## config.mk

```make
export PLATFORM = sky130hd
export DESIGN_NAME = quad_decoder
export DESIGN_NICKNAME = d
export VERILOG_FILES = /design/src/rtl/quad_decoder_pkg.sv /design/src/rtl/sync_filter.sv /design/src/rtl/quad_decoder.sv
export SDC_FILE = /design/constraint.sdc
export NUM_CORES = 1
export LEC_CHECK = 0
export ABC_AREA = 1
export CAP_MARGIN = 40
export CORE_ASPECT_RATIO = 1.2
export CORE_MARGIN = 5
export CORE_UTILIZATION = 30
export CTS_CLUSTER_DIAMETER = 60
export DETAILED_ROUTE_END_ITERATION = 8
export PLACE_DENSITY = 0.45
export SYNTH_ARGS = -nofsm -noshare
export SYNTH_HDL_FRONTEND = slang
export SYNTH_HIERARCHICAL = 1
export SYNTH_SLANG_ARGS = --single-unit
```

## constraint.sdc

```tcl
create_clock -name clk -period 2.3 [get_ports clk]
set_clock_uncertainty 0.05 [all_clocks]
set_input_delay 0.345 -clock clk [delete_from_list [all_inputs] [get_ports clk]]
set_output_delay 0.345 -clock clk [all_outputs]
set_load 0.01 [all_outputs]
```

## src/rtl/quad_decoder_pkg.sv

```systemverilog
// Shared types and the quadrature direction table for the quadrature decoder.
package quad_decoder_pkg;

  localparam int unsigned PHASE_W = 2;

  typedef logic [PHASE_W-1:0] phase_t;

  typedef enum logic {
    ST_INIT  = 1'b0,
    ST_TRACK = 1'b1
  } state_e;

  typedef enum logic [1:0] {
    DIR_NONE    = 2'd0,
    DIR_UP      = 2'd1,
    DIR_DOWN    = 2'd2,
    DIR_ILLEGAL = 2'd3
  } dir_e;

  // 2-bit dir_e code per {prev,next} index; forward Gray order is 00,01,11,10.
  localparam logic [31:0] DIR_LUT = 32'h1B8D_72E4;

  function automatic dir_e dir_lookup(input phase_t prev, input phase_t next);
    logic [4:0] w_base;
    w_base = {prev, next, 1'b0};
    return dir_e'(DIR_LUT[w_base +: 2]);
  endfunction

endpackage

```

## src/rtl/sync_filter.sv

```systemverilog
// Two-flop synchronizer followed by a stability filter; o_valid pulses for
// one cycle each time a value has held for FILTER consecutive clocks.
module sync_filter
  import quad_decoder_pkg::*;
#(
  parameter int unsigned W      = PHASE_W,
  parameter int unsigned FILTER = 2
) (
  input  logic         clk,
  input  logic         reset,
  input  logic [W-1:0] i_d,
  output logic [W-1:0] o_q,
  output logic         o_valid
);

  localparam int unsigned CNT_W = 4;

  logic [W-1:0]     r_s1;
  logic [W-1:0]     r_s2;
  logic [1:0]       r_fill;
  logic [W-1:0]     r_cand;
  logic [CNT_W-1:0] r_cnt;
  logic [W-1:0]     r_q;
  logic             r_valid;

  logic [CNT_W-1:0] w_cnt_nx;
  logic             w_new;
  logic             w_accept;

  // r_fill keeps the filter idle until the synchronizer carries real samples.
  always_comb begin
    w_cnt_nx = r_cnt;
    w_new    = 1'b0;
    w_accept = 1'b0;
    if (r_s2 != r_cand) begin
      w_cnt_nx = CNT_W'(1);
    end else if (r_cnt != CNT_W'(FILTER)) begin
      w_cnt_nx = r_cnt + CNT_W'(1);
    end
    w_new    = (r_s2 != r_cand) || (r_cnt != CNT_W'(FILTER));
    w_accept = r_fill[1] && w_new && (w_cnt_nx == CNT_W'(FILTER));
  end

  always_ff @(posedge clk or negedge reset) begin
    if (!reset) begin
      r_s1    <= '0;
      r_s2    <= '0;
      r_fill  <= '0;
      r_cand  <= '0;
      r_cnt   <= '0;
      r_q     <= '0;
      r_valid <= 1'b0;
    end else begin
      r_s1    <= i_d;
      r_s2    <= r_s1;
      r_fill  <= {r_fill[0], 1'b1};
      r_valid <= w_accept;
      if (r_fill[1]) begin
        r_cand <= r_s2;
        r_cnt  <= w_cnt_nx;
      end
      if (w_accept) begin
        r_q <= r_s2;
      end
    end
  end

  assign o_q     = r_q;
  assign o_valid = r_valid;

endmodule

```

## src/rtl/quad_decoder.sv

```systemverilog
// Quadrature decoder: filtered A/B phase tracking, registered step/direction
// pulses, illegal-transition flag and a wrapping position counter.
module quad_decoder
  import quad_decoder_pkg::*;
#(
  parameter int unsigned WIDTH  = 4,
  parameter int unsigned FILTER = 2
) (
  input  logic             clk,
  input  logic             reset,
  input  logic             a,
  input  logic             b,
  output logic             step,
  output logic             up_down,
  output logic [WIDTH-1:0] position,
  output logic             error
);

  phase_t           w_phase;
  logic             w_valid;
  dir_e             w_dir;

  state_e           r_state;
  phase_t           r_prev;
  logic [WIDTH-1:0] r_pos;
  logic             r_ud;
  logic             r_step;
  logic             r_err;

  state_e           w_state_nx;
  phase_t           w_prev_nx;
  logic [WIDTH-1:0] w_pos_nx;
  logic             w_ud_nx;
  logic             w_step_nx;
  logic             w_err_nx;

  sync_filter #(
    .W      (PHASE_W),
    .FILTER (FILTER)
  ) u_sync_filter (
    .clk     (clk),
    .reset   (reset),
    .i_d     ({a, b}),
    .o_q     (w_phase),
    .o_valid (w_valid)
  );

  assign w_dir = dir_lookup(r_prev, w_phase);

  // Next-state and output decode; only an accepted phase can change anything.
  always_comb begin
    w_state_nx = r_state;
    w_prev_nx  = r_prev;
    w_pos_nx   = r_pos;
    w_ud_nx    = r_ud;
    w_step_nx  = 1'b0;
    w_err_nx   = 1'b0;
    if (w_valid) begin
      w_prev_nx = w_phase;
      case (r_state)
        ST_INIT: begin
          w_state_nx = ST_TRACK;
        end
        ST_TRACK: begin
          case (w_dir)
            DIR_UP: begin
              w_step_nx = 1'b1;
              w_ud_nx   = 1'b1;
              w_pos_nx  = r_pos + WIDTH'(1);
            end
            DIR_DOWN: begin
              w_step_nx = 1'b1;
              w_ud_nx   = 1'b0;
              w_pos_nx  = r_pos - WIDTH'(1);
            end
            DIR_ILLEGAL: begin
              w_err_nx = 1'b1;
            end
            default: ;
          endcase
        end
        default: w_state_nx = ST_INIT;
      endcase
    end
  end

  always_ff @(posedge clk or negedge reset) begin
    if (!reset) begin
      r_state <= ST_INIT;
      r_prev  <= '0;
      r_pos   <= '0;
      r_ud    <= 1'b0;
      r_step  <= 1'b0;
      r_err   <= 1'b0;
    end else begin
      r_state <= w_state_nx;
      r_prev  <= w_prev_nx;
      r_pos   <= w_pos_nx;
      r_ud    <= w_ud_nx;
      r_step  <= w_step_nx;
      r_err   <= w_err_nx;
    end
  end

  assign step     = r_step;
  assign up_down  = r_ud;
  assign position = r_pos;
  assign error    = r_err;

endmodule

```

==> results of run 1 <==
registers in the layout (all words and copies together) (netlist names), 2 cells and up:
register	cells
position	4
u_sync_filter/r_cnt	4
r_prev	2
u_sync_filter/o_q	2
u_sync_filter/r_cand	2
u_sync_filter/r_fill	2
u_sync_filter/r_s1	2
u_sync_filter/r_s2	2
synth_stat cells:
master	number	area [sq um]
a21oi_1	2	10.0
nand3_2	3	30.0
inv_2	2	7.51
conb_1	1	3.75
buf_6	1	11.3
xor2_1	1	8.76
nor2_2	1	6.26
ha_1	4	50.1
nand2_4	1	11.3
xnor2_1	2	17.5
inv_4	1	6.26
nand4_1	1	6.26
o21ai_0	9	45.0
dfrtp_1	25	626
nor2_1	2	7.51
inv_1	21	78.8
o21ai_1	2	10.0
o211ai_1	1	7.51
nand3_1	14	70.1
nor2_4	3	33.8
nor3_4	1	16.3
nand4_2	1	12.5
nand2_2	10	62.6
nand2_1	35	131
per-stage QoR:
stage,total power [W],worst slack (ns),instance area [sq um],instances
3_3_place_gp,0.000770,0.513,1440,210
6_report,0.00102,0.465,1480,214
4_1_cts,0.00104,0.448,1480,214
5_1_grt,0.00110,0.246,1480,214
3_5_place_dp,0.000775,0.463,1440,210
2_1_floorplan,0.000717,0.620,1270,144
per-layer routing:
metal	routed length (um)	track usage, %
met5	0	0
met4	22	4.49
met3	56	1.49
met2	978	13.5
met1	1100	10.8
worst max path at each step:
stage                          end  slack [ns]  depth (start not counted)
6_report       up_down$_DFFE_PN0P_        0.46                          9
3_3_place_gp   up_down$_DFFE_PN0P_        0.51                          9
3_5_place_dp   up_down$_DFFE_PN0P_        0.46                          9
5_1_grt        up_down$_DFFE_PN0P_        0.25                          9
4_1_cts        up_down$_DFFE_PN0P_        0.45                          9
2_1_floorplan  up_down$_DFFE_PN0P_        0.62                          9
area by class of cell:
cell class / instances / share of cell area, %
clock buffers: 3 / 2.78
clock inverters: 1 / 0.338
inverters: 24 / 6.24
multi-input cells: 94 / 36.5
flip-flops and latches: 25 / 42.2
well taps: 56 / 4.73
repair buffers: 11 / 7.26
cells by family (layout without fill, tap and decap cells):
logic type / after synthesis / after routing / synth area share, %
flops: 25 / 25 / 49.3
simple gates: 72 / 72 / 30.5
fa+ha+maj: 4 / 4 / 3.94
buf+inv: 25 / 39 / 8.18
compound gates: 14 / 14 / 5.71
xor+xnor: 3 / 3 / 2.07
other cells: 1 / 1 / 0.295
worst register-to-register path, stage by stage, from the launching register on:
cell and delay [ns]:
dfrtp_1 0.42, inv_2 0.10, nand2_1 0.05, nand3_1 0.11, nand2_4 0.08, ha_1 0.33
nor3_4 0.31, inv_1 0.14, nand2_1 0.07, o21ai_0 0.07
power by group:
group / internal (W) / switching (W)
sequential: 0.000475 / 0.0000363
clock: 0.000121 / 0.000138
combinational: 0.0000953 / 0.000156
total: 0.000692 / 0.000330
==> impl_results.md, run 1 <==
* Status: finished, final reports clean
* Total Nets Final at 167
* Slowest CP cell: dfrtp_1
* Via count at 900
* Hold depth at 0
* Clock Path Buffers at 2
* Fin. Hold Viols at 0
* Fin crit share at 79.8%
* PwrDens at 689 nW/um^2
* Vias in the first global route at 873
* Post-DRT Antenna Nets at 0
* Share of layout cells above drive strength 1 at 17.7%
* Post-DP HPWL at 1550 um
* Initial antenna violation count at 0
* Post-Syn Nets at 152
* Cts hold-fix bufs at 0
* Reg clk slew, reported paths at 0.09 ns
* Core Region at 4160 sq um
* CP required at 2.40 ns
* CTS sink cnt at 25
* R2R Setup Slk at 0.46 ns
* CP dominant cell by count: nand2_1
* Die width at 69.4 um
* Crit path max-delay family: simple AND/OR/NAND/NOR gates
* Synth Instances at 144
* Worst r2r path cells at 9
* Critical Path Fanout Max at 6
* Leak pwr at 0.721 nW
* Fmax at 545 MHz
* CTS tree: done
* Total CTS buffers at 3
* Seq/Total Area, Yosys at 49.3%
* Area of the multi-input gates at 541 sq um
* Total grt overflow at 0
* CTS H-Tree Depth at 1
* Setup tns final at 0 ns
* Worst Path Buf+Inv at 2
* Post-layout util at 35.6%
* DR DRC count at 0
* Cts repair resizes at 0
* Worst min-delay path category: flop to flop
* FF-to-FF End: up_down$_DFFE_PN0P_
* Die area at 5640 sq um
* Critical Path Source: r_prev[0]$_DFFE_PN0P_
* Mapped Area at 1270 sq um
* CP arrival at 1.93 ns
* Drt via density at 4.21
* Setup Fix Bufs, Post-CTS at 0
* Reg2Reg Launch Point: r_prev[0]$_DFFE_PN0P_
* Most frequent cells in the layout: nand2_1, dfrtp_1, inv_1, nand3_1
* Commonest non-fill, non-tap cell in the layout: nand2_1
* Area Growth Syn to Fin at 16.7%
* DR iter-0 viols at 32
* Maximum vdd drop at 0.291 mV
* Hold endpoint: u_sync_filter/r_s2[0]$_DFF_PN0_
* Fin Hold WS at 0.305 ns
* Routed WL per cell at 10.1 um
* Fill count at 468
* Chip height at 81.3 um
* Final setup vio count at 0
* Max_cap viols at 0
* Synth Area per Inst at 8.82 sq um
* IO Port Bufs at 10
* Crit-path max cell delay at 0.42 ns
* Distinct cells, synth at 24
* Ports at 11
* Fin crit period at 1.84 ns
* GP Congestion at 0.806
* Yosys warning count at 6
* Max Slew Vio Count at 0
* First-pass GRT wire length at 3770 um
* GRT Total Usage at 8.43%
* Crit path launch type: flop
* DR pass1 iterations at 4
* Worst-Skew Late Latency at 0.26 ns
* Register area at 626 sq um
* Setup CP Type: flop to flop
* Initial core utilization at 30.5%
* RSZ-0062 raised after global routing: false
* Drt total wl at 2150 um
* Root Driver: clkbuf_8
* CP Cell Sequence: inv_2 > nand2_1 > nand3_1 > nand2_4 > ha_1 > nor3_4 > inv_1 > nand2_1 > o21ai_0
* N_diodes at 0
* CP endpoint kind: flop
* Row cnt at 26
* Yosys reg bits at 25
* Pin count of the biggest net entering global routing at 26
* Hold Startpoint: u_sync_filter/r_s1[0]$_DFF_PN0_
No activity file was read; power rests on OpenSTA's default activity.
==> inputs of run 2 (changes only) <==
==> constraint.sdc (replaced) <==
create_clock -name clk -period 1.8 [get_ports clk]
set_clock_uncertainty 0.05 [all_clocks]
set_input_delay 0.27 -clock clk [delete_from_list [all_inputs] [get_ports clk]]
set_output_delay 0.27 -clock clk [all_outputs]
set_load 0.01 [all_outputs]
==> run 2 against run 1 <==
  * Hold slack gained 0.00077 ns
  * Sequential share of layout area fell by 0.87 points
  * Routed wire length grew 5.0%
  * Flip-flop and latch count unchanged
  * Design area is 2.1% higher
  * Die area unchanged
  * Non-clock buffer count grew 2
  * Critical endpoint is now position[0]$_DFFE_PN0P_
==> impl_results.md, run 2 (synthesis gave the netlist of run 1 again) <==
* Status: finished, final reports clean
* Total grt overflow at 0 (unchanged)
* Total CTS buffers at 3 (unchanged)
* Cts hold-fix bufs at 0 (unchanged)
* CP arrival at 1.90 ns (-0.03 ns)
* Area of the multi-input gates at 557 sq um (+3.0%)
* Placed cells at 211 (+0.48%)
* DR pass1 iterations at 4 (unchanged)
* N_diodes at 0 (unchanged)
* Max_cap viols at 0 (unchanged)
* Final setup vio count at 0 (unchanged)
* Initial antenna violation count at 0 (unchanged)
* Overall Power at 0.00133 W (+30%)
* Drt via density at 4.29 (+1.9%)
* Met2 usage at 15.4% (+1.8 points)
* Commonest non-fill, non-tap cell in the layout: nand2_1
* GRT Total Usage at 8.88% (+0.45 points)
* Root Driver: clkbuf_8
* Crit path launch type: flop
* FF-to-FF End: position[0]$_DFFE_PN0P_
* Ports at 11 (unchanged)
* CP required at 1.94 ns (-0.46 ns)
* GR Layer Usage met3 at 1.49% (unchanged)
* Routed WL per cell at 10.5 um (+4.0%)
* Chip height at 81.3 um (unchanged)
* Area Growth Syn to Fin at 19.2%
* Setup tns final at 0 ns (unchanged)
* Most Crowded Layer GR: met2
* Post-DP HPWL at 1610 um (+4.2%)
* Pin count of the biggest net entering global routing at 26 (unchanged)
* Setup CP Type: flop to flop
* Register area at 626 sq um (unchanged)
* Max Slew Vio Count at 0 (unchanged)
* Row cnt at 26 (unchanged)
* Fin crit share at 97.9% (+18 points)
* Reg clk slew, reported paths at 0.09 ns (about the same)
* Initial core utilization at 30.5% (unchanged)
* CTS sink cnt at 25 (unchanged)
* Die width at 69.4 um (unchanged)
* Fill count at 455 (-2.8%)
* Core Region at 4160 sq um (unchanged)
* DR iter-0 viols at 31 (-3.1%)
* Maximum vdd drop at 0.431 mV (+48%)
* IO Port Bufs at 10 (unchanged)
* First-pass GRT wire length at 4070 um (+8.1%)
* Vias in the first global route at 923 (+5.7%)
* Worst min-delay path category: primary input to asynchronous set/reset pin
* Post-layout util at 36.4% (+0.75 points)
* Leak pwr at 0.738 nW (+2.5%)
* Clock Path Buffers at 2 (unchanged)
* Most frequent cells in the layout: nand2_1, dfrtp_1, inv_1, nand3_1, nand2_2
* R2R Setup Slk at 0.04 ns (-0.43 ns)
* CTS H-Tree Depth at 1 (unchanged)
* Fin. Hold Viols at 0 (unchanged)
* CTS tree: done
* DR DRC count at 0 (unchanged)
* Share of layout cells above drive strength 1 at 21.3% (+3.5 points)
* Post-DRT Antenna Nets at 0 (unchanged)
* Total Nets Final at 169 (+1.2%)
* GR Util met1 at 11.1% (+0.22 points)
* Worst-Skew Late Latency at 0.26 ns (about the same)
* Critical Path Fanout Max at 5 (-1)
* Non-filler instance count after layout at 216 (+0.93%)
* GP Congestion at 0.788 (-2.2%)
* Reg2Reg Launch Point: r_prev[0]$_DFFE_PN0P_
* RSZ-0062 raised after global routing: true
* Die area at 5640 sq um (unchanged)
* CP endpoint kind: flop
* PwrDens at 877 nW/um^2 (+27%)
* Fin crit period at 1.76 ns (-0.0725 ns)
* Drt total wl at 2260 um (+5.0%)
* Worst r2r path cells at 8 (-1)
* Fmax at 567 MHz (+4.1%)
* Via count at 926 (+2.9%)
## run 2: repair_timing
item / 4_1_cts / 5_1_grt
endpoints found under the setup margin: 0 / 5
setup buffers: 0 / 1
gates resized for setup: 0 / 4
## run 2: final cells by class
type	count	area share, %
well taps	56	4.63
multi-input cells	94	36.8
repair buffers	13	8.10
clock inverters	1	0.331
flip-flops and latches	25	41.3
inverters	24	6.12
clock buffers	3	2.73
## run 2: per-layer routing
layer  share of wire (%)  up-vias
met5                   0        -
met4                0.97        0
met1                  50      436
met3                 1.3        2
li1                    -      483
met2                  48        5
## run 2: worst max-delay path, cell delays in order, from the launching register on
cell and delay, ns:
dfrtp_1 0.44, inv_2 0.10, nand2_1 0.08, nand3_2 0.09
nand2_4 0.07, ha_1 0.33, nor3_4 0.19, buf_4 0.16
xor2_1 0.16
## run 2: worst max path at each step
| stage | start | endpoint | slack, ns | cells past startpoint |
|---|---|---|---|---|
| after global placement | r_prev[0]$_DFFE_PN0P_ | position[0]$_DFFE_PN0P_ | 0.08 | 8 |
| after global routing | r_prev[0]$_DFFE_PN0P_ | position[0]$_DFFE_PN0P_ | -0.08 | 8 |
| after detailed placement | r_prev[0]$_DFFE_PN0P_ | position[0]$_DFFE_PN0P_ | 0.06 | 8 |
| after floorplan | r_prev[0]$_DFFE_PN0P_ | up_down$_DFFE_PN0P_ | 0.12 | 9 |
| after CTS | r_prev[0]$_DFFE_PN0P_ | position[0]$_DFFE_PN0P_ | 0.04 | 8 |
| final | r_prev[0]$_DFFE_PN0P_ | position[0]$_DFFE_PN0P_ | 0.04 | 8 |
## run 2: where the power goes
group / switching, W / total (W) / internal (W)
Sequential: 0.0000464 / 0.000654 / 0.000607
Clock: 0.000179 / 0.000334 / 0.000155
Combinational: 0.000208 / 0.000340 / 0.000132
## run 2: through the flow
stage | instance area (sq um) | worst slack [ns] | hold WS, ns
2_1_floorplan | 1270 | 0.120 | -0.0756
3_3_place_gp | 1440 | 0.0819 | 0.282
3_5_place_dp | 1440 | 0.0636 | 0.286
4_1_cts | 1490 | 0.0373 | 0.308
5_1_grt | 1510 | -0.0846 | 0.325
6_report | 1510 | 0.0375 | 0.306
